===== src/rtl/wb_port_arbiter.sv =====
// wb_port_arbiter
// Shares the single register-file write port between the in-order MEM/WB
// stage and an out-of-band long-latency result source. Pipeline writebacks
// always win. Out-of-band results wait in a small in-order queue. If the queue
// head is starved for too long, the block asks the pipeline for a writeback
// bubble so the queue can drain.
//
// Ports
//   clk_i, rst_i            clock, synchronous active-high reset
//   pipe_we/addr/data_i     MEM/WB writeback request
//   ext_valid/addr/data_i   out-of-band result offer
//   ext_ready_o             queue has room (depends on the current count only)
//   rs1/rs2_addr_i          decode-stage source registers
//   pend_hit1/2_o           a source register matches a queued destination
//   pipe_stall_o            request a writeback bubble (decoded from state)
//   rf_we/addr/data_o       registered register-file write port
//   proto_err_o             sticky: the pipeline wrote during a held stall
//
// state    | meaning
// ---------+-----------------------------------------------------------
// ST_IDLE  | queue empty, starvation timer parked at its reload value
// ST_WAIT  | queue non-empty; timer counts down while the head is blocked
// ST_FORCE | head starved; stall asserted until the head is granted
module wb_port_arbiter #(
  parameter int DATA_W       = 64,
  parameter int ADDR_W       = 5,
  parameter int FIFO_DEPTH   = 2,
  parameter int STARVE_LIMIT = 4
) (
  input  logic              clk_i,
  input  logic              rst_i,
  input  logic              pipe_we_i,
  input  logic [ADDR_W-1:0] pipe_addr_i,
  input  logic [DATA_W-1:0] pipe_data_i,
  input  logic              ext_valid_i,
  input  logic [ADDR_W-1:0] ext_addr_i,
  input  logic [DATA_W-1:0] ext_data_i,
  output logic              ext_ready_o,
  input  logic [ADDR_W-1:0] rs1_addr_i,
  input  logic [ADDR_W-1:0] rs2_addr_i,
  output logic              pend_hit1_o,
  output logic              pend_hit2_o,
  output logic              pipe_stall_o,
  output logic              rf_we_o,
  output logic [ADDR_W-1:0] rf_addr_o,
  output logic [DATA_W-1:0] rf_data_o,
  output logic              proto_err_o
);

  localparam int PTR_W = (FIFO_DEPTH > 1) ? $clog2(FIFO_DEPTH) : 1;
  localparam int CNT_W = $clog2(FIFO_DEPTH + 1);
  localparam int STV_W = $clog2(STARVE_LIMIT + 1);
  localparam logic [CNT_W-1:0] DEPTH_C  = CNT_W'(FIFO_DEPTH);
  localparam logic [STV_W-1:0] STARVE_C = STV_W'(STARVE_LIMIT);

  typedef enum logic [1:0] {
    ST_IDLE  = 2'd0,
    ST_WAIT  = 2'd1,
    ST_FORCE = 2'd2
  } state_t;

  state_t            state, state_next;
  logic [STV_W-1:0]  starve_left, starve_next;
  logic              force_prev;

  logic [ADDR_W-1:0] q_addr [FIFO_DEPTH];
  logic [DATA_W-1:0] q_data [FIFO_DEPTH];
  logic [PTR_W-1:0]  rd_ptr, wr_ptr;
  logic [CNT_W-1:0]  q_count, q_count_next;

  logic              pipe_req, q_empty, push, pop;
  logic [ADDR_W-1:0] head_addr;
  logic [DATA_W-1:0] head_data;

  assign pipe_req    = pipe_we_i && (pipe_addr_i != '0);
  assign q_empty     = (q_count == '0);
  // Readiness ignores a same-cycle pop so a full queue never refills in the
  // cycle it drains.
  assign ext_ready_o = (q_count < DEPTH_C);
  assign push        = ext_valid_i && ext_ready_o;
  assign pop         = !pipe_req && !q_empty;
  assign head_addr   = q_addr[rd_ptr];
  assign head_data   = q_data[rd_ptr];
  assign pipe_stall_o = (state == ST_FORCE);

  always_comb begin
    q_count_next = q_count;
    if (push && !pop) begin
      q_count_next = q_count + 1'b1;
    end else if (pop && !push) begin
      q_count_next = q_count - 1'b1;
    end
  end

  // Starvation timer is a down-counter; the cycle it would reach zero is the
  // STARVE_LIMIT-th blocked cycle, which arms the forced stall.
  always_comb begin
    state_next  = state;
    starve_next = starve_left;
    case (state)
      ST_IDLE: begin
        starve_next = STARVE_C;
        if (push) state_next = ST_WAIT;
      end
      ST_WAIT: begin
        if (pop) begin
          starve_next = STARVE_C;
          if (q_count_next == '0) state_next = ST_IDLE;
        end else if (pipe_req) begin
          starve_next = starve_left - 1'b1;
          if (starve_left == STV_W'(1)) state_next = ST_FORCE;
        end
      end
      ST_FORCE: begin
        if (pop) begin
          starve_next = STARVE_C;
          state_next  = (q_count_next == '0) ? ST_IDLE : ST_WAIT;
        end
      end
      default: begin
        state_next  = ST_IDLE;
        starve_next = STARVE_C;
      end
    endcase
  end

  always_ff @(posedge clk_i) begin
    if (rst_i) begin
      state       <= ST_IDLE;
      starve_left <= STARVE_C;
      force_prev  <= 1'b0;
      rd_ptr      <= '0;
      wr_ptr      <= '0;
      q_count     <= '0;
      rf_we_o     <= 1'b0;
      rf_addr_o   <= '0;
      rf_data_o   <= '0;
      proto_err_o <= 1'b0;
    end else begin
      state       <= state_next;
      starve_left <= starve_next;
      force_prev  <= (state == ST_FORCE);
      q_count     <= q_count_next;
      if (push) wr_ptr <= wr_ptr + 1'b1;
      if (pop)  rd_ptr <= rd_ptr + 1'b1;

      if (pipe_req) begin
        rf_we_o   <= 1'b1;
        rf_addr_o <= pipe_addr_i;
        rf_data_o <= pipe_data_i;
      end else if (pop) begin
        // A queued x0 result is drained without touching the register file.
        rf_we_o   <= (head_addr != '0);
        rf_addr_o <= head_addr;
        rf_data_o <= head_data;
      end else begin
        rf_we_o <= 1'b0;
      end

      // The first FORCE cycle may still carry an in-flight writeback; only a
      // request in a later FORCE cycle breaks the stall handshake.
      if ((state == ST_FORCE) && force_prev && pipe_req) proto_err_o <= 1'b1;
    end
  end

  always_ff @(posedge clk_i) begin
    if (push) begin
      q_addr[wr_ptr] <= ext_addr_i;
      q_data[wr_ptr] <= ext_data_i;
    end
  end

  always_comb begin
    pend_hit1_o = 1'b0;
    pend_hit2_o = 1'b0;
    for (int i = 0; i < FIFO_DEPTH; i++) begin
      if (CNT_W'(i) < q_count) begin
        if ((rs1_addr_i != '0) && (q_addr[rd_ptr + PTR_W'(i)] == rs1_addr_i)) pend_hit1_o = 1'b1;
        if ((rs2_addr_i != '0) && (q_addr[rd_ptr + PTR_W'(i)] == rs2_addr_i)) pend_hit2_o = 1'b1;
      end
    end
  end

endmodule


===== config.mk =====
export PLATFORM = sky130hd
export DESIGN_NAME = wb_port_arbiter
export DESIGN_NICKNAME = d
export VERILOG_FILES = /design/src/rtl/wb_port_arbiter.sv
export SDC_FILE = /design/constraint.sdc
export NUM_CORES = 1
export LEC_CHECK = 0
export CORE_AREA = 2 2 138 140
export DETAILED_ROUTE_END_ITERATION = 6
export DIE_AREA = 0 0 140 142
export HOLD_SLACK_MARGIN = 0.08
export PLACE_DENSITY = 0.81
export RECOVER_POWER = 50
export REMOVE_ABC_BUFFERS = 1
export SETUP_SLACK_MARGIN = 0.3
export SYNTH_ARGS = -nofsm -noshare
export SYNTH_HDL_FRONTEND = slang
export SYNTH_SLANG_ARGS = --single-unit

===== constraint.sdc =====
create_clock -name clk_i -period 8.2 [get_ports clk_i]
set_clock_uncertainty 0.05 [all_clocks]
set_input_delay 2.46 -clock clk_i [delete_from_list [all_inputs] [get_ports clk_i]]
set_output_delay 2.46 -clock clk_i [all_outputs]
set_load 0.02 [all_outputs]

======== After elaboration in Yosys (flattened, before gate mapping) ========
Memory sizes are Yosys's and may differ from the RTL's. A register that Yosys moved wholly into a read port is not among the register bits.
Cells that the tools add are included.
word-level totals
  register bits after elaboration ......... 81
  bits in writable memories ............... 138
  input port bits ......................... 152
  output and inout bits ................... 75
  logic and storage cells ................. 91
  memories ................................ 2
operators by class
  $add $sub $neg .......................... 5
  $lt $le $gt $ge ......................... 3
  equal/unequal tests ..................... 12
  mux-type cells .......................... 34
  reductions and logical operators ........ 25
memories
  name    words  bits a word  read ports  clocked after memory_dff  wr ports  line  source
  q_data  2      64           1           1                         1         67    logic [DATA_W-1:0] q_data [FIFO_DEPTH];
  q_addr  2      5            2           1                         1         66    logic [ADDR_W-1:0] q_addr [FIFO_DEPTH];
operator list
  cell                                                       number
  2-to-1 mux 64 bit                                          2
  == test 5 bit                                              4
  nonzero test 5 bit                                         4
  2-to-1 mux 1 bit                                           17
  2-to-1 mux 2 bit                                           8
  logical AND 1 bit                                          11
  2-to-1 mux 5 bit                                           2
  2-to-1 mux 3 bit                                           3
  inequality test 3 bit, second input constant               3
  logical NOT 2 bit                                          3
  case mux 2 bit (3 select lines)                            1
  case mux 3 bit (2 select lines)                            1
  AND reduction 5 bit                                        1
  logical NOT 1 bit                                          4
  less-than comparator 1 x 2 -> 1 bit, first input constant  2
  == test 3 x 1 -> 1 bit, second input constant              1
  subtractor 3 x 1 -> 3 bit, second input constant           1
  adder 1 bit, second input constant                         2
  adder 2 x 1 -> 2 bit, second input constant                1
  == test 2 x 1 -> 1 bit, second input constant              1
  == test 2 bit, second input constant                       1
  less-than comparator 2 bit, second input constant          1
  inequality test 2 x 1 -> 1 bit, second input constant      1
  inequality test 2 bit, second input constant               1
  3 further kinds                                            3

======== Longest topological paths before layout ========
  word-level depth ........................ 11
  mapped depth ............................ 9

======== Worst setup path before layout ========
OpenSTA, ideal clock, no wires.
  path type ............................... input port to flip-flop
  start ................................... in ext_valid_i
  end ..................................... mem q_addr[0][0] (enable)
  library setup time ...................... 0.505 ns
  arrival time ............................ 5.901 ns
  required time ........................... 7.645 ns
  slack ................................... 1.744 ns
  cell stages on the path ................. 3
  cells stage by stage .................... nor2b_1 -> clkbuf_1 -> nor2b_1
between the ends
  cells in the longest elaborated chain, start to end .. 3
RTL lines
  element                                 line  source
  from (decl)                             35    input logic ext_valid_i,
  logical AND 1 bit                       80    assign push = ext_valid_i && ext_ready_o;
  2-to-1 mux 1 bit                        167   if (push) begin
  2-to-1 mux 1 bit (implied by the code)  168   q_addr[wr_ptr] <= ext_addr_i;
  to (decl)                               66
No other way between the ends.

======== Final worst setup path ========
  start ................................... in rs2_addr_i[0]
  end ..................................... out pend_hit2_o
between the ends
  cells in the longest elaborated chain, start to end .. 6
  elaborated cells between the ends (all ways) .. 9
RTL lines
  element                                              line  source
  from (decl)                                          40    input logic [ADDR_W-1:0] rs2_addr_i,
  == test 5 bit or nonzero test 5 bit (tied branches)  179   if ((rs2_addr_i != '0) && (q_addr[rd_ptr + PTR_W'(i)] == rs2_addr_i)) pend_hit2_o = 1'b1;
  logical AND 1 bit                                    179
  2-to-1 mux 1 bit                                     179
  2-to-1 mux 1 bit                                     177   if (CNT_W'(i) < q_count) begin
  2-to-1 mux 1 bit                                     179
  2-to-1 mux 1 bit *                                   177
  to (decl)                                            42    output logic pend_hit2_o,
Every way passes the cells marked *; elsewhere a longest branch is shown, timed or not.

==> results.md <==
- Status: finished, violations left
- Failing checks: design-rule violations, max-capacitance violations, max-slew violations
- Vias in the first global route: 6316
- Crit path DAT: 4330 ps
- DRT Wirelength: 20790 µm
- Post-CTS Resized: 0
- Final period util: 83.42%
- Crit start category: input port
- Worst hold path class: flip-flop to flip-flop
- Synth area leader: edfxtp_1
- Worst hold margin: 410.1 ps
- Synth Flop Type: edfxtp_1
- Vias per cell: 5.250
- Final worst setup slack: 1359 ps
- Final net count: 1149
- Router iterations before antenna repair: 7
- Kind of critical path: input port to primary output
- H-tree depth: 1
- Initial Util: 48.22%
- Top layer in use: met5
- GRT overflow: 0
- Relative slew slack: -170.5%
- Count of different cell masters after synthesis: 40
- LEAKAGE: 0.004412 µW
- CTS Hold Buffers Added: 0
- Unrepaired setup endpoints after global routing: no
- Setup-failing EPs final: 0
- IR drop worst, VDD: 0.1778 mV
- Root Buffer: clkbuf_16
- Buffers on Ports: 226
- CP Max Fanout: 3
- Pre-CTS setup slack: 1390 ps
- Die Y: 142 µm
- Area grow syn2layout: 35.49%
- DIE AREA: 19880 µm²
- Mean Syn Cell Area: 11.31 µm²
- First-pass GRT wire length: 32410 µm
- DPL Wire Length: 13270 µm
- Sw Ratio: 31.68%
- Layout cells sized above 1: 4.965%
- Logic gate share of total power: 28.9%
- Yosys reg bits: 220
- Sink Count: 220
- Iter 0 DRT Violations: 354
- Met1 wire length: 8605 µm
- Gate Count Post-Synth: 787
- Post-synthesis sequential area ratio: 65.02%
- Clock transition at path regs: 60 ps
- Largest stage delay, worst path: 590 ps
- Element type at the critical path end: primary output
- Synth area leaders: edfxtp_1, dfxtp_1, nand2_1, mux2i_1, a21oi_1
- Pint: 2408 µW
- Via count: 6536
- CTS Buf Count: 23
- Synth cell count leaders: nand2_1, edfxtp_1, dfxtp_1, mux2i_1, a21oi_1
- DRC viols: 22
- WL/cell: 16.69 µm
- Maximum clock rate: 146.2 MHz
- Most common cell in the netlist: nand2_1
- Top-area cell type share of the netlist area: 46.57%
- Number of synthesized flops with an enable pin: 138
- I/O pins: 227
- Crit path cell chain: clkdlybuf4s50_1 > xor2_1 > nand4_1 > nor4_1 > o22a_1 > clkdlybuf4s50_1
- Final slew viol count: 84
- Largest net degree at the start of global routing: 84
- Fin Setup TNS: 0 ps
- Crit path required time: 5690 ps
- Die W: 140 µm
- Met3 WL post-DR: 1386 µm
- YS warnings: 0
- Worst-skew pair later-pin latency: 490 ps
- Core box area: 18460 µm²
- Final Hold Vio Count: 0
- Total GRT Usage: 20.32%
- Site row count: 50
- Most frequent CP cell: clkdlybuf4s50_1
- Switch Pwr: 1117 µW
- Post-CTS setup buffers: 0
- Clock power frac: 28.5%
- RePlAce Congestion: 0.7738
- Pwr per Cell Area: 292.4 nW/µm²
- CTS tree: yes
- Max-Cap Viols: 1
- Post-DRT Antenna Nets: 0
- Initial antenna violation count: 6
- Slowest CP cell: clkdlybuf4s50_1
- Ys async rst share: 0%
- Worst slew pin tran: 4057 ps
- Fin crit period: 6841 ps
- Mapped Area: 8899 µm²
- Seq pwr share: 42.5%
- WL met2: 10320 µm
- Clk buf depth: 3
layer usage:
metal	up-vias	global-route usage, %
li1	3186	-
met1	3100	25.61
met2	205	35.62
met3	41	4.610
met4	4	5.476
met5	-	0
worst paths after layout:
kind	endpoint	slack (ps)	cells past startpoint	start
worst min-delay path	starve_left[1]	410	1	starve_left[1]
worst max register to register	starve_left[2]	5180	6	q_count[1]
worst min register to register	starve_left[1]	410	1	starve_left[1]
worst max-delay path	pend_hit2_o	1360	6	rs2_addr_i[0]
cell type report:
class | instances | area [µm²]
Multi-Input combinational cell | 511 | 2917
Timing Repair Buffer | 232 | 2298
Antenna cell | 4 | 10.01
Inverter | 5 | 18.77
Sequential cell | 220 | 5789
Tap cell | 234 | 292.8
Clock buffer | 29 | 618.1
Clock inverter | 10 | 112.6
Fill cell | 1382 | 6399
per-stage QoR:
stage	util [%]	area [µm²]	cells	total power (µW)
floorplan	-	8697	736	2190
detailed placement	61.34	11320	1202	2576
global placement	61.34	11320	1202	2541
finish	65.33	12060	1245	3525
CTS	65.29	12050	1241	3589
global route	65.32	12050	1244	3728
critical path: cells and delay by family:
kind	cells	cell delay [ps]
xor+xnor	1	200
simple gates	2	380
buf+inv	2	1130
compound gates	1	170
cell usage in the layout (no fill, tap or decap), types with 3 or more instances in the layout:
cell             netlist  routed
a21oi_1               70      70
buf_4                  0       5
clkbuf_1              36       5
clkbuf_16              0      23
clkdlybuf4s50_1        0      85
clkinv_2               0       3
dfxtp_1               82      81
diode_2                0       4
dlygate4sd3_1          0     140
edfxtp_1             138     138
ha_1                   4       3
inv_1                  5       5
mux2i_1               75      75
nand2_1              206     206
nand4_1                5       5
nor2_1                15      15
nor2b_1                5       4
nor3_1                 4       4
o21ai_0               69      69
o22a_1                 3       3
or4_1                  3       3
xnor2_1                8       8
xor2_1                17      17
state kept, by name, indices dropped and copies added, names as in the netlist, 2 cells and up, named ones only:
register,flops
q_addr,10
rf_addr_o,5
starve_left,3
rf_data_o,64
q_data,128
q_count,2
state,2
power groups by stage:
| stage | registers (µW) | clock network [µW] | logic, µW |
|---|---|---|---|
| after floorplan | 1610 | 0 | 584 |
| after global placement | 1520 | 0 | 1020 |
| after detailed placement | 1530 | 0 | 1050 |
| after CTS | 1500 | 1030 | 1060 |
| after global routing | 1520 | 1080 | 1130 |
| final | 1500 | 1010 | 1020 |
cell families after synthesis:
kind of cell	count (synthesis)	synth area share, %
xor gates and xnor gates	25	2.461
adders and majority gates	4	0.5625
DFF	220	65.02
AOI/OAI and AO/OA	158	9.660
and+or+nand+nor	249	11.39
buffers and inverters	56	2.475
muxes	75	8.436
Power figures use the tool's default switching activity.
